--- config.mk ---
export PLATFORM = sky130hd
export DESIGN_NAME = tdm_accum
export DESIGN_NICKNAME = d
export VERILOG_FILES = /design/src/rtl/tdm_accum_pkg.sv /design/src/rtl/tdm_accum_add.sv /design/src/rtl/tdm_accum.sv
export SDC_FILE = /design/constraint.sdc
export NUM_CORES = 1
export LEC_CHECK = 0
export ABC_AREA = 1
export CELL_PAD_IN_SITES_DETAIL_PLACEMENT = 2
export CELL_PAD_IN_SITES_GLOBAL_PLACEMENT = 2
export CORE_AREA = 2 2 115 72
export DETAILED_ROUTE_END_ITERATION = 16
export DIE_AREA = 0 0 117 74
export PLACE_DENSITY_LB_ADDON = 0.1
export SYNTH_ARGS = -nofsm -noshare
export SYNTH_HDL_FRONTEND = slang
export SYNTH_SLANG_ARGS = --single-unit
--- constraint.sdc ---
create_clock -name clk -period 5.6 [get_ports clk]
set_input_delay 1.68 -clock clk [delete_from_list [all_inputs] [get_ports clk]]
set_output_delay 1.68 -clock clk [all_outputs]
set_load 0.02 [all_outputs]
--- src/rtl/tdm_accum_pkg.sv ---
// Shared constants and helpers for the TDM accumulator.
// Overflow mode selectors and the channel/round index width function.
package tdm_accum_pkg;

  localparam int ACC_WRAP = 0;
  localparam int ACC_SAT  = 1;

  // A one-entry counter still needs one bit of storage.
  function automatic int idx_w(input int n);
    return (n > 1) ? $clog2(n) : 1;
  endfunction

endpackage

--- src/rtl/tdm_accum_add.sv ---
// Accumulator adder: round-0 load or acc+din with wrap/saturate.
// Combinational, no handshake; ovf flags a carry out of DOUT_W bits.
module tdm_accum_add
  import tdm_accum_pkg::*;
#(
  parameter int DIN_W  = 6,
  parameter int DOUT_W = 8,
  parameter int SAT    = ACC_WRAP
) (
  input  logic [DOUT_W-1:0] acc,
  input  logic [DIN_W-1:0]  din,
  input  logic              first,
  output logic [DOUT_W-1:0] sum,
  output logic              ovf
);

  logic [DOUT_W:0] ext_din;
  logic [DOUT_W:0] wide;

  always_comb begin
    ext_din = (DOUT_W+1)'(din);
    wide    = {1'b0, acc} + ext_din;
    sum     = wide[DOUT_W-1:0];
    ovf     = 1'b0;
    if (first) begin
      sum = ext_din[DOUT_W-1:0];
    end else if (wide[DOUT_W]) begin
      ovf = 1'b1;
      if (SAT == ACC_SAT) sum = '1;
    end
  end

endmodule

--- src/rtl/tdm_accum.sv ---
// Per-channel accumulator over LEN rounds of a CH-way interleaved stream.
// Result one cycle after the final-round accept; din_ready drops while a result is stalled.
module tdm_accum
  import tdm_accum_pkg::*;
#(
  parameter int CH     = 4,
  parameter int LEN    = 4,
  parameter int DIN_W  = 6,
  parameter int DOUT_W = 8,
  parameter int SAT    = ACC_WRAP
) (
  input  logic                   clk,
  input  logic                   rst_n,
  input  logic                   clr,
  input  logic                   din_valid,
  output logic                   din_ready,
  input  logic [DIN_W-1:0]       din,
  output logic [idx_w(CH)-1:0]   ch_idx,
  output logic                   dout_valid,
  input  logic                   dout_ready,
  output logic [DOUT_W-1:0]      dout,
  output logic [idx_w(CH)-1:0]   dout_ch,
  output logic                   dout_last,
  output logic                   overflow
);

  localparam int CW = idx_w(CH);
  localparam int RW = idx_w(LEN);

  logic [CW-1:0]     ch_cnt;
  logic [RW-1:0]     rnd_cnt;
  logic [DOUT_W-1:0] acc [CH];

  logic              accept;
  logic              ch_wrap;
  logic              rnd_last;
  logic              first;
  logic [DOUT_W-1:0] sum;
  logic              ovf;

  assign din_ready = !dout_valid || dout_ready;
  // clr wins over a coincident sample, so it never reaches the counters or slots.
  assign accept    = din_valid && din_ready && !clr;
  assign ch_wrap   = (ch_cnt == CW'(CH - 1));
  assign rnd_last  = (rnd_cnt == RW'(LEN - 1));
  assign first     = (rnd_cnt == '0);
  assign ch_idx    = ch_cnt;

  tdm_accum_add #(
    .DIN_W  (DIN_W),
    .DOUT_W (DOUT_W),
    .SAT    (SAT)
  ) u_add (
    .acc   (acc[ch_cnt]),
    .din   (din),
    .first (first),
    .sum   (sum),
    .ovf   (ovf)
  );

  always_ff @(posedge clk or negedge rst_n) begin
    if (!rst_n) begin
      ch_cnt  <= '0;
      rnd_cnt <= '0;
    end else if (clr) begin
      ch_cnt  <= '0;
      rnd_cnt <= '0;
    end else if (accept) begin
      ch_cnt <= ch_wrap ? '0 : ch_cnt + 1'b1;
      if (ch_wrap) rnd_cnt <= rnd_last ? '0 : rnd_cnt + 1'b1;
    end
  end

  // The final round goes straight to the output register; its slot is reloaded in round 0.
  always_ff @(posedge clk or negedge rst_n) begin
    if (!rst_n) begin
      for (int i = 0; i < CH; i++) acc[i] <= '0;
    end else if (accept && !rnd_last) begin
      acc[ch_cnt] <= sum;
    end
  end

  always_ff @(posedge clk or negedge rst_n) begin
    if (!rst_n) begin
      dout_valid <= 1'b0;
      dout       <= '0;
      dout_ch    <= '0;
      dout_last  <= 1'b0;
    end else if (clr) begin
      dout_valid <= 1'b0;
    end else if (accept && rnd_last) begin
      dout_valid <= 1'b1;
      dout       <= sum;
      dout_ch    <= ch_cnt;
      dout_last  <= ch_wrap;
    end else if (dout_ready) begin
      dout_valid <= 1'b0;
    end
  end

  always_ff @(posedge clk or negedge rst_n) begin
    if (!rst_n) begin
      overflow <= 1'b0;
    end else if (clr) begin
      overflow <= 1'b0;
    end else if (accept && ovf) begin
      overflow <= 1'b1;
    end
  end

endmodule

==> results.py, run 1 <==
metrics = {
    "synth": {
        "synth.distinct_cells": 28,
        "muxShareOfSynthArea": 0,
        "synth-simple-area-share": 0.288,
        "synth-compound-area-share": 0.122,
        "synthAdderAreaFrac": 0.0638,
        "syn_inst": 325,
        "yosysSeqAreaShare": 0.460,
        "synth_xor_area_frac": 0,
        "synth.net_count": 349,
        "ys_ff_latch": 49,
        "synth_warnings": 0,
        "netlist_area_um2": 2670,
        "syn-mean-instance-area_um2": 8.20,
        "synth_top_family_by_area": "simple AND/OR/NAND/NOR gates",
    },
    "worst_setup_path": {
        "cpPeakStageDelay_ns": 0.60,
        "crit_required_ns": 3.92,
        "crit_path_start_kind": "input port",
        "arrival_ns": 2.88,
        "endpoint_kind": "output port",
        "rr_startpoint": "ch_idx[1]",
        "crit_top_cell": "clkdlybuf4s50_1",
        "crit_chain": "clkdlybuf4s50_1, inv_1, nand2_4, clkdlybuf4s50_1",
        "regToRegSetupSlack_ns": 2.56,
        "worst_path_max_delay_cell": "clkdlybuf4s50_1",
        "ff2ff_path_depth": 9,
        "r2r_end": "acc[1]",
        "worstPathMaxFanout": 3,
        "path_class": "input port to output port",
    },
    "cts": {
        "cts_resized": 0,
        "htree_levels": 2,
        "clock_path_buffers": 2,
        "cts_tree": "yes",
        "hold_buffers": 0,
        "clock-sinks": 49,
        "clk_pin_slew_ns": 0.07,
        "clk_latency_ns": 0.29,
        "cts_buffers": 5,
        "post_cts_buffers": 0,
        "cts_root_buf": "clkbuf_16",
    },
    "global_routing": {
        "grt_pass1_vias": 2613,
        "grt_pass1_wl_mm": 14.4,
        "grt-ovfl-total": 0,
        "grt_max_degree": 50,
        "grt_use_total": 0.224,
        "antenna_found_initial": 0,
    },
    "route": {
        "drt_iter0_markers": 122,
        "drc": 0,
        "via_count": 2325,
        "drtPass1Iterations": 4,
        "routedWlPerCell_um": 18.6,
        "via_per_inst": 5.03,
        "routed_wl_mm": 8.58,
        "postRouteAntennaNets": 0,
    },
    "run": {
        "cap_violations": 0,
    },
    "power_and_ir_drop": {
        "seqPwrFrac": 0.412,
        "p_sw_uw": 364,
        "leakage_nw": 1.57,
        "power_mw": 1.11,
        "clkPwrFrac": 0.325,
        "power_density_nw_per_um2": 346,
        "switching_share": 0.329,
        "ir_worst_vdd_mv": 0.140,
        "internal_power_uw": 743,
        "comb_power_share": 0.263,
    },
    "timing": {
        "final_hold_viol_count": 0,
        "period_share": 0.814,
        "worst_pin_slew_ns": 0.770,
        "fin_ws_ns": 1.04,
        "slew_violations": 0,
        "fin_setup_tns_ns": 0,
        "rsz0062_at_grt": "no",
        "setup_violations": 0,
        "clock.fmax_ghz": 0.219,
        "fin_skew_ns": 0.00738,
        "relSlewSlack": 0.481,
        "hold_ws_ns": 0.477,
        "period_minus_slack_ns": 4.56,
    },
    "worst_hold_path": {
        "min_to": "acc[17]",
        "worstHoldPathCells": 2,
        "hp-start": "acc[17]",
        "min_path_type": "flop to flop",
    },
    "floorplanning": {
        "start_util": 0.348,
        "fp.coreArea_um2": 7660,
        "fp.dieW_um": 117,
        "die_area_um2": 8660,
        "num_rows": 25,
        "fp.dieH_um": 74,
        "ioPinCount": 27,
    },
    "placement": {
        "pre_cts_slack_ns": 1.03,
        "io_buffer_count": 26,
        "dpl.hpwl_mm": 6.03,
        "place_congestion": 0.749,
    },
    "finish": {
        "multi_input_area_um2": 1260,
        "post-route-util": 0.417,
        "seq_area_um2": 1230,
        "drive_gt1_frac": 0.0989,
        "area_growth_pct": 20.0,
        "num-nets-final": 377,
        "antennaDiodeCount": 0,
        "nFillCells": 859,
    },
    "outcome": {
        "status": "complete, no violations",
    },
}
[cell usage after synthesis]
cell      count  area [um2]
nand2_1     107         402
dfrtp_1      49        1230
inv_1        26        97.6
o21ai_0      25         125
nor2_1       20        75.1
nand3_1      17        85.1
ha_1         12         150
o21ai_1      10        50.1
nand4_1       9        56.3
o21ai_2       6        52.6
a21oi_1       5        25.0
inv_2         5        18.8
o22ai_1       5        31.3
a31oi_1       4        25.0
buf_2         3        15.0
nand2_4       3        33.8
nand3_2       3        30.0
nor2_4        3        33.8
buf_6         2        22.5
inv_4         2        12.5
nor2_8        2        40.0
a32oi_1       1        8.76
clkbuf_1      1        3.75
clkbuf_2      1        5.00
fa_1          1        20.0
nand2_2       1        6.26
o211ai_1      1        7.51
or2_1         1        6.26
[area by class of cell]
cell class	instances	share of cell area
Inverter	33	0.0403
Clock inverter	1	0.00939
Multi-Input combinational cell	236	0.395
Tap cell	108	0.0423
Timing Repair Buffer	28	0.0845
Sequential cell	49	0.384
Clock buffer	7	0.0446
[power by group through the flow]
stage	Combinational, mW	Sequential (mW)	Clock, mW
after detailed placement	0.291	0.461	0
final	0.291	0.456	0.360
after floorplan	0.193	0.454	0
after CTS	0.296	0.456	0.371
after global placement	0.273	0.457	0
after global routing	0.338	0.464	0.382
[how the worst max path moves through the flow]
stage,startpoint,end,slack (ns),cells past startpoint
2_1_floorplan,dout_ready,din_ready,2.09,2
3_5_place_dp,dout_ready,din_ready,1.03,4
6_report,dout_ready,din_ready,1.04,4
4_1_cts,dout_ready,din_ready,1.03,4
3_3_place_gp,dout_ready,din_ready,1.05,4
5_1_grt,dout_ready,din_ready,1.0,4
[cells by family (layout without fill, tap and decap cells)]
logic type | count (synthesis) | in the layout
simple gates | 166 | 166
compound gates | 57 | 57
flops | 49 | 49
buf+inv | 40 | 69
fa+ha+maj | 13 | 13
[flip-flops by register name, summed over array words and instances (netlist names)]
signal / count
overflow: 1
acc: 32
dout: 8
dout_last: 1
ch_idx: 2
dout_valid: 1
dout_ch: 2
rnd_cnt: 2
[worst max-delay path: cells and delay by family]
| kind | cells | cell delay [ns] |
|---|---|---|
| buf+inv | 3 | 1.12 |
| simple gates | 1 | 0.07 |
[routing by layer]
layer,vias to the layer above,global-route usage,part of all wire
met5,-,0,0
li1,1118,-,-
met3,4,0.0407,0.031
met4,0,0.0418,0.0059
met2,38,0.371,0.47
met1,1165,0.315,0.49
[cells in the final DEF (no fill, tap or decap), types with 2 or more instances in the layout]
cell type,n
nand3_2,3
nand3_1,17
o21ai_1,10
inv_4,2
a21oi_1,5
clkdlybuf4s50_1,25
ha_1,12
nor2_1,20
nand2_1,107
nor2_8,2
dfrtp_1,49
inv_1,26
o22ai_1,5
nand2_4,3
nand4_1,9
inv_2,5
nor2_4,3
o21ai_0,25
a31oi_1,4
o21ai_2,6
clkbuf_16,5
buf_4,2
[metrics by stage]
| stage | std cells | instance area, um2 |
|---|---|---|
| final | 462 | 3200 |
| after global routing | 462 | 3200 |
| after CTS | 462 | 3200 |
| after detailed placement | 454 | 3020 |
| after global placement | 454 | 3020 |
| after floorplan | 325 | 2670 |
Power figures use the tool's default switching activity.
==> run 2: changes to the inputs <==
- CORE_AREA: 2 2 115 72 -> 2 2 123 77
- DIE_AREA: 0 0 117 74 -> 0 0 125 79
- clock period: 5.6 -> 3.8 ns (I/O delays scaled with it)
==> run 2 against run 1 <==
  * Sequential cell count unchanged
  * Via count decreased by 0.17%
  * Largest power group unchanged
  * Sequential power increased by 48%
  * Combinational power increased by 45%
  * Highest routed layer unchanged
  * First-iteration DRC count decreased by 12%
  * Utilization decreased by 5.1 points
==> results.py, run 2 (same netlist as run 1, synthesis figures left out) <==
metrics = {
    "outcome": {
        "status": "complete, no violations",
    },
    "worst_setup_path": {
        "crit_required_ns": 2.66,
        "arrival_ns": 2.32,
        "cpLargestDelayFamily": "buffers and inverters",
        "cp_num_buf_inv": 3,
        "path_class": "input port to output port",
        "endpoint_kind": "output port",
        "worst_path_max_delay_cell": "clkdlybuf4s50_1",
        "crit_chain": "clkdlybuf4s50_1, inv_1, nand2_4, clkdlybuf4s50_1",
        "worstPathMaxFanout": 3,
        "crit_path_start_kind": "input port",
        "cpPeakStageDelay_ns": 0.60,
        "crit_top_cell": "clkdlybuf4s50_1",
    },
    "cts": {
        "cts_resized": 0,
        "post_cts_buffers": 0,
        "cts_buffers": 5,
        "hold_buffers": 0,
        "clk_latency_ns": 0.29,
        "htree_levels": 2,
        "clock-sinks": 49,
        "clock_path_buffers": 2,
        "cts_tree": "yes",
        "clk_pin_slew_ns": 0.07,
        "cts_root_buf": "clkbuf_16",
    },
    "timing": {
        "rsz0062_at_grt": "no",
        "setup_violations": 0,
        "period_minus_slack_ns": 3.46,
        "clock.fmax_ghz": 0.289,
        "worst_pin_slew_ns": 0.817,
        "fin_setup_tns_ns": 0,
        "period_share": 0.911,
        "final_hold_viol_count": 0,
        "fin_skew_ns": 0.00543,
        "relSlewSlack": 0.455,
        "slew_violations": 0,
    },
    "global_routing": {
        "grt_use_total": 0.185,
        "grt_pass1_vias": 2478,
        "grt_pass1_wl_mm": 13.8,
        "grt_max_degree": 29,
        "grt-ovfl-total": 0,
        "antenna_found_initial": 0,
    },
    "route": {
        "drt_iter0_markers": 107,
        "routed_wl_mm": 8.56,
        "via_count": 2321,
        "drc": 0,
        "drtPass1Iterations": 4,
        "routedWlPerCell_um": 18.1,
        "via_per_inst": 4.92,
        "postRouteAntennaNets": 0,
    },
    "finish": {
        "num-nets-final": 379,
        "post-route-util": 0.366,
        "layout_common_cells": "nand2_1 (107), dfrtp_1 (49), inv_1 (26), o21ai_0 (25), clkdlybuf4s50_1 (25)",
        "antennaDiodeCount": 0,
        "layout_commonest_cell": "nand2_1",
        "top_regs": "acc x32, dout x8",
        "top_register": "acc",
        "largest_reg_flops": 32,
        "drive_gt1_frac": 0.107,
        "area_growth_pct": 21.7,
    },
    "floorplanning": {
        "fp.coreArea_um2": 8850,
        "fp.dieW_um": 125,
        "start_util": 0.301,
        "fp.dieH_um": 79,
        "ioPinCount": 27,
        "die_area_um2": 9880,
        "num_rows": 27,
    },
    "placement": {
        "dpl.hpwl_mm": 6.12,
        "place_congestion": 0.746,
        "io_buffer_count": 26,
    },
    "run": {
        "cap_violations": 0,
    },
    "power_and_ir_drop": {
        "power_density_nw_per_um2": 521,
        "ir_worst_vdd_mv": 0.226,
        "leakage_nw": 1.59,
    },
    "worst_hold_path": {
        "min_path_type": "flop to flop",
    },
}
-- run 2: final timing paths --
check,from,endpoint,slack [ns],cells after the start
max,dout_ready,din_ready,0.34,4
min,acc[9],acc[9],0.47,2
max reg2reg,ch_idx[0],acc[5],0.76,10
min reg2reg,acc[9],acc[9],0.47,2
max in group asynchronous,rst_n,acc[19],2.19,2
min in group asynchronous,rst_n,dout[7],0.82,1
-- run 2: worst reg2reg max path, delay by kind of cell (launching register included) --
kind / cells / cell delay [ns]
DFF: 1 / 0.88
adders and majority gates: 1 / 0.39
and+or+nand+nor: 5 / 0.70
AOI/OAI and AO/OA: 3 / 0.69
buffers and inverters: 1 / 0.27
-- run 2: cell type report --
| type | count | area (um2) |
|---|---|---|
| Inverter | 33 | 129 |
| Clock inverter | 3 | 68.8 |
| Fill cell | 1016 | 5610 |
| Timing Repair Buffer | 30 | 285 |
| Tap cell | 116 | 145 |
| Multi-Input combinational cell | 236 | 1260 |
| Sequential cell | 49 | 1230 |
| Clock buffer | 5 | 125 |
-- run 2: per-stage QoR --
stage / cells / hold WS [ns] / total power [mW] / worst slack [ns] / cell area [um2]
after CTS: 472 / 0.478 / 1.71 / 0.323 / 3240
after global routing: 472 / 0.507 / 1.81 / 0.289 / 3240
after detailed placement: 464 / 0.461 / 1.11 / 0.325 / 3050
after floorplan: 325 / 0.442 / 0.954 / 1.32 / 2670
final: 472 / 0.475 / 1.69 / 0.338 / 3240
after global placement: 464 / 0.460 / 1.09 / 0.338 / 3050
-- run 2: power breakdown --
group | switching [mW] | leakage [nW] | internal [mW]
Sequential | 0.0596 | 0.645 | 0.615
Clock | 0.211 | 0.0944 | 0.380
Combinational | 0.270 | 0.853 | 0.152
Total | 0.541 | 1.59 | 1.15
-- run 2: routing by layer --
metal / part of all wire / up-vias / track usage
li1: - / 1127 / -
met1: 0.52 / 1151 / 0.264
met2: 0.44 / 37 / 0.292
met3: 0.033 / 6 / 0.0350
met4: 0.0072 / 0 / 0.0433
met5: 0 / - / 0
==> run 3: changes to the inputs <==
- SLEW_MARGIN: not set -> 20
==> results of run 3 <==
Same layout as run 2: the final DEF is identical, and so are final timing and power.
